## src/rtl/semaforo.sv

```systemverilog
// rtl/semaforo.sv - two-way traffic-light Moore FSM with button request
module semaforo #(
    parameter logic [7:0] VERDE    = 8'd1,
    parameter logic [7:0] AMARELO  = 8'd15,
    parameter logic [7:0] VERMELHO = 8'd10
) (
    input  logic       clk,
    input  logic       rst,
    input  logic       bt,
    output logic [2:0] A,
    output logic [2:0] B
);

    localparam logic [1:0] S_AG = 2'd0;
    localparam logic [1:0] S_AY = 2'd1;
    localparam logic [1:0] S_BG = 2'd2;
    localparam logic [1:0] S_BY = 2'd3;

    // Zero-length phases are treated as one cycle long.
    localparam logic [7:0] V_EFF = (VERDE    == 8'd0) ? 8'd1 : VERDE;
    localparam logic [7:0] Y_EFF = (AMARELO  == 8'd0) ? 8'd1 : AMARELO;
    localparam logic [7:0] R_EFF = (VERMELHO == 8'd0) ? 8'd1 : VERMELHO;

    localparam logic [7:0] V_END = V_EFF - 8'd1;
    localparam logic [7:0] Y_END = Y_EFF - 8'd1;
    // B yellow takes the last red cycle, so B green ends one cycle earlier.
    localparam logic [7:0] R_END = (R_EFF < 8'd2) ? 8'd0 : (R_EFF - 8'd2);
    localparam logic       SKIP_BG = (R_EFF == 8'd1);

    logic [1:0] state;
    logic [1:0] state_nxt;
    logic [7:0] cnt;
    logic       req;
    logic       req_nxt;

    always_comb begin
        state_nxt = state;
        case (state)
            S_AG: if (cnt == V_END || req || bt) state_nxt = S_AY;
            S_AY: if (cnt == Y_END) state_nxt = SKIP_BG ? S_BY : S_BG;
            S_BG: if (cnt == R_END) state_nxt = S_BY;
            default: state_nxt = S_AG;
        endcase
    end

    always_comb begin
        req_nxt = req;
        if (state == S_AG && state_nxt == S_AY)
            req_nxt = 1'b0;
        else if (bt && state != S_AG)
            req_nxt = 1'b1;
    end

    always_ff @(posedge clk) begin
        if (rst) begin
            state <= S_AG;
            cnt   <= 8'd0;
            req   <= 1'b0;
        end else begin
            state <= state_nxt;
            cnt   <= (state_nxt != state) ? 8'd0 : cnt + 8'd1;
            req   <= req_nxt;
        end
    end

    always_comb begin
        A = 3'b001;
        B = 3'b100;
        case (state)
            S_AG: begin A = 3'b001; B = 3'b100; end
            S_AY: begin A = 3'b010; B = 3'b100; end
            S_BG: begin A = 3'b100; B = 3'b001; end
            default: begin A = 3'b100; B = 3'b010; end
        endcase
    end

endmodule

```

## config.mk

```make
export PLATFORM = sky130hd
export DESIGN_NAME = semaforo
export DESIGN_NICKNAME = d
export VERILOG_FILES = /design/src/rtl/semaforo.sv
export SDC_FILE = /design/constraint.sdc
export NUM_CORES = 1
export LEC_CHECK = 0
export CAP_MARGIN = 20
export CORE_UTILIZATION = 35
export DETAILED_ROUTE_END_ITERATION = 12
export GPL_ROUTABILITY_DRIVEN = 1
export PLACE_DENSITY = 0.58
export SETUP_SLACK_MARGIN = 0.1
export SLEW_MARGIN = 40
export SYNTH_ARGS = -nofsm -noshare
export SYNTH_HDL_FRONTEND = slang
export SYNTH_SLANG_ARGS = --single-unit
```

## constraint.sdc

```tcl
create_clock -name clk -period 2.9 [get_ports clk]
set_input_delay 0.58 -clock clk [delete_from_list [all_inputs] [get_ports clk]]
set_output_delay 0.58 -clock clk [all_outputs]
set_load 0.01 [all_outputs]
```

After elaboration in Yosys (flattened, before gate mapping)
Index checks and enable logic that the tools add are counted.
Widths: inputs -> output; s select.
{"block": "word_totals", "wordCells": 26, "mem_bits_ro": 0, "memories": 0, "latchBits": 0, "ram_bits": 0, "ff_bits": 11, "output_inout_bits": 6, "inputBits": 3}
{"block": "classes", "reduce_logical": 10, "order_cmp": 0, "n_mux": 6, "n_eq_ne": 6, "n_shift": 0, "div": 0, "n_bitwise": 0, "mul": 0, "addsub": 1}
{"op": "$eq 8x4->1 const B", "count": 2}
{"op": "$pmux 3 s2", "count": 2}
{"op": "$add 8x1->8 const B", "count": 1}
{"op": "$logic_not 8->1", "count": 1}
{"op": "$mux 2", "count": 3}
{"op": "$pmux 2 s3", "count": 1}
{"op": "$reduce_or 2->1", "count": 3}
{"op": "$eq 2x1->1 const B", "count": 2}
{"op": "$eq 2x2->1 const B", "count": 1}
{"op": "$logic_and 1x1->1", "count": 2}
{"op": "$logic_not 2->1", "count": 1}
{"op": "$logic_or 1x1->1", "count": 2}
{"op": "$ne 2x2->1", "count": 1}
{"op": "$reduce_bool 2->1", "count": 1}

Depth between registers and ports, before layout
{"block": "depth", "depth_word": 8, "ltp_mapped": 5, "mapped_depth_nobuf": 5}

Least setup slack after synthesis
Ideal clock, no wire load.
{"block": "synth_path", "path_kind": "reg-to-reg", "from": "reg cnt[4]", "to": "reg state[0]", "period_less_slack_ns": 1.556, "t_arrival_ns": 1.486, "path_stages_with_launch": 4, "n_path_buf": 0, "path_slack_ns": 1.344, "required_time_ns": 2.830, "setup_time_ns": 0.070, "path_cell_list": "dfxtp_1 -> or4_4 -> or4_1 -> a21oi_1"}
{"block": "synth_between", "elab_chain_cells": 5, "word_cells_on_any_way": 9, "cone_classes": "eq/ne: 2; mux: 4; reduce/logical: 3"}
{"item": "start, declared", "line_no": "32", "rtl": "logic [7:0] cnt;"}
{"item": "start signal, assigned", "line_no": "61", "rtl": "cnt <= (state_nxt != state) ? 8'd0 : cnt + 8'd1;"}
{"item": "$logic_not 8->1", "line_no": "39", "rtl": "S_AG: if (cnt == V_END || req || bt) state_nxt = S_AY;"}
{"item": "$logic_or 1x1->1 (2 in a row)", "line_no": "39"}
{"item": "$mux 2", "line_no": "39"}
{"item": "$pmux 2 s3 (*)", "line_no": "38", "rtl": "case (state)"}
{"item": "end signal, assigned", "line_no": "60", "rtl": "state <= state_nxt;"}
{"item": "end, declared", "line_no": "30", "rtl": "logic [1:0] state;"}
Mark *: on every way between the ends. The rest lies on a longest branch, timed or not.
A chain may end at the register's enable or synchronous reset.

Final worst setup path
{"block": "layout_path", "from": "reg state[1]", "to": "out B[0]"}
{"block": "layout_between", "elab_chain_cells": 3, "word_cells_on_any_way": 5, "cone_classes": "eq/ne: 2; mux: 1; reduce/logical: 2"}
{"item": "$eq 2x1->1 / $logic_not 2->1 (equally long branches)", "line_no": "69", "rtl": "case (state)"}
{"item": "$reduce_or 2->1 (no source line)"}
{"item": "$pmux 3 s2 (*)", "line_no": "69"}
{"item": "end, declared", "line_no": "11", "rtl": "output logic [2:0] B"}
Marked as above.

==> flow_summary.ini <==
[route]
wl_per_cell_um = 11.4
vias_per_cell = 5.34
wl_mm = 1.04
drt-initial-drc-count = 7
vias = 486
route.antenna.remaining_nets = 0
route.detailed.drc = 0
first_pass_iters = 4

[sta]
hold_viol = 0
fin_ws_ns = 0.777
drv_slew = 0
fin_crit_ns = 2.12
tns_ns = 0
fmax_mhz = 471
finalSetupViolCount = 0
tightest_slew_ns = 0.493
period_share_pct = 73.2
slew-limit-headroom_pct = 66.9
rsz0062_at_grt = false
hold_slack_ns = 0.492
skew_ns = 0.00211

[yosys]
synth_warnings = 0
avgSynthCellArea_um2 = 8.46
synthDistinctLibCells = 25
synth.net_count = 73
synth_seq_cells = 11
synth_cells = 67
ys_seq_area_share_pct = 38.9
synth_area_um2 = 567
synth.largest_area_cell = dfxtp_1
synth.top_cell.area_share_pct = 38.9
synth_area_leaders = dfxtp_1 (39%), ha_1 (6.6%), nor4_1 (5.5%), xor2_1 (4.6%), a21oi_1 (4.4%)

[critical_path]
cp.arrival_ns = 1.54
setup.worst_path.end_class = primary output
startpoint_type = flop
cp_max_fo = 9
worstSetupPathType = flop to primary output
cp_data_required_time_ns = 2.32

[final_layout]
fin_nets = 82
n_antenna_cell = 0
final_util_pct = 45.0
drive_above_1_share_pct = 8.00
area_growth_pct = 19.6

[die]
num_rows = 14
start_util_pct = 37.6
core-area_mm2 = 0.00151
die_h_um = 42.2
die-width_um = 42.2
ios = 9
die_area_mm2 = 0.00178

[global_route]
grt_pass1_wl_mm = 1.92
grt_usage_pct = 14.4
antenna_found_initial = 0
overflow = 0
grt_pass1_vias = 442
grt_max_degree = 10

[clock_network]
cts_hold_buf = 0
cts_sinks = 11
cts-buffers-inserted = 3
cts_resized = 0
clock_latency_ns = 0.26
cts_setup_buffers = 0
cts_tree = yes
cts-root-buf = clkbuf_4
worst_setup_hold_path_clk_slew_ns = 0.07
clockBufferDepth = 2
htree_levels = 1

[power_and_ir_drop]
p_int_mw = 0.224
total_power_mw = 0.296
seqPwrFrac_pct = 54.5
p_switching_mw = 0.0712
pwr-share-comb_pct = 10.8
switching_share_pct = 24.1
power_density_mw_per_mm2 = 436
vdd_ir_drop_max_mv = 0.273
p_clk_share_pct = 34.7
p_leak_nw = 0.253

[worst_hold_path]
hold_class = flop to flop

[placed_design]
place_ws_ns = 1.07
io_buffers = 8
gp_congestion = 0.724
dp_hpwl_um = 746

[status]
status = finished, final reports clean

[job]
max_cap_viol_count = 0
[sequential cells by signal, indices dropped and copies added (netlist names)]
| name | count |
|---|---|
| cnt | 8 |
| state | 2 |
| req | 1 |
[final timing paths]
check	slack, ns	cells after the start	endpoint	start
worst max-delay path	0.78	3	B[0]	state[1]$_SDFF_PP0_
worst min-delay path	0.49	2	cnt[7]$_SDFF_PP0_	cnt[7]$_SDFF_PP0_
worst max register to register	1.24	3	cnt[2]$_SDFF_PP0_	cnt[4]$_SDFF_PP0_
worst min register to register	0.49	2	cnt[7]$_SDFF_PP0_	cnt[7]$_SDFF_PP0_
[power by group through the flow]
stage | clock [mW] | combinational, mW | sequential [mW]
6_report | 0.102 | 0.0321 | 0.161
3_5_place_dp | 0 | 0.0324 | 0.165
3_3_place_gp | 0 | 0.0327 | 0.165
2_1_floorplan | 0 | 0.0215 | 0.161
5_1_grt | 0.118 | 0.0369 | 0.162
4_1_cts | 0.107 | 0.0326 | 0.161
[layout make-up]
cell class	instances	area (um^2)
Clock buffer	4	26.3
Tap cell	16	20.0
Multi-Input combinational cell	46	305
Timing Repair Buffer	9	87.6
Fill cell	152	828
Sequential cell	11	220
Inverter	5	18.8
[cells in the mapped netlist]
cell type / count
nor2_1: 4
nor4_1: 5
nor4_2: 1
nor2b_1: 1
o31ai_1: 1
or3_1: 4
o21ai_0: 3
a21oi_1: 5
or4_1: 1
ha_1: 3
o211ai_1: 1
nand2b_1: 1
dfxtp_1: 11
inv_1: 5
and2_1: 1
buf_4: 1
nor3_1: 2
nand3_1: 4
nand2_1: 1
xor2_1: 3
clkbuf_1: 4
xnor2_1: 1
nand4_1: 2
or4_4: 1
o21ba_1: 1
[kinds of logic (layout without fill, tap and decap cells)]
logic type / after synthesis / count (layout) / share of synthesized area, %
compound gates: 11 / 11 / 11.5
xor+xnor: 4 / 4 / 6.18
fa+ha+maj: 3 / 3 / 6.62
buf+inv: 10 / 18 / 7.28
flops: 11 / 11 / 38.9
simple gates: 28 / 28 / 29.6
[per-layer routing]
layer  track usage [%]  part of all wire (%)  wire (um)
met3              3.88                   3.8         39
met2              20.6                    43        449
met4              9.38                   1.1         11
met1              18.8                    52        534
met5                 0                     0          0
[layout by cell type (no fill, tap or decap), types with 2 or more instances in the layout]
master / synthesis / routed
a21oi_1: 5 / 5
clkbuf_4: 0 / 3
clkdlybuf4s50_1: 0 / 8
dfxtp_1: 11 / 11
ha_1: 3 / 3
inv_1: 5 / 5
nand3_1: 4 / 4
nand4_1: 2 / 2
nor2_1: 4 / 4
nor3_1: 2 / 2
nor4_1: 5 / 5
o21ai_0: 3 / 3
or3_1: 4 / 4
xor2_1: 3 / 3
[stage by stage]
step / std cells / cell area, um^2
global route: 91 / 678
CTS: 91 / 678
global placement: 87 / 652
detailed placement: 87 / 652
floorplan: 67 / 567
finish: 91 / 678
[worst max-delay path: stages, from the launching register on]
cell and delay [ns]:
dfxtp_1 0.49, inv_1 0.11, nor2_1 0.13, clkdlybuf4s50_1 0.55
Power figures use the tool's default switching activity.
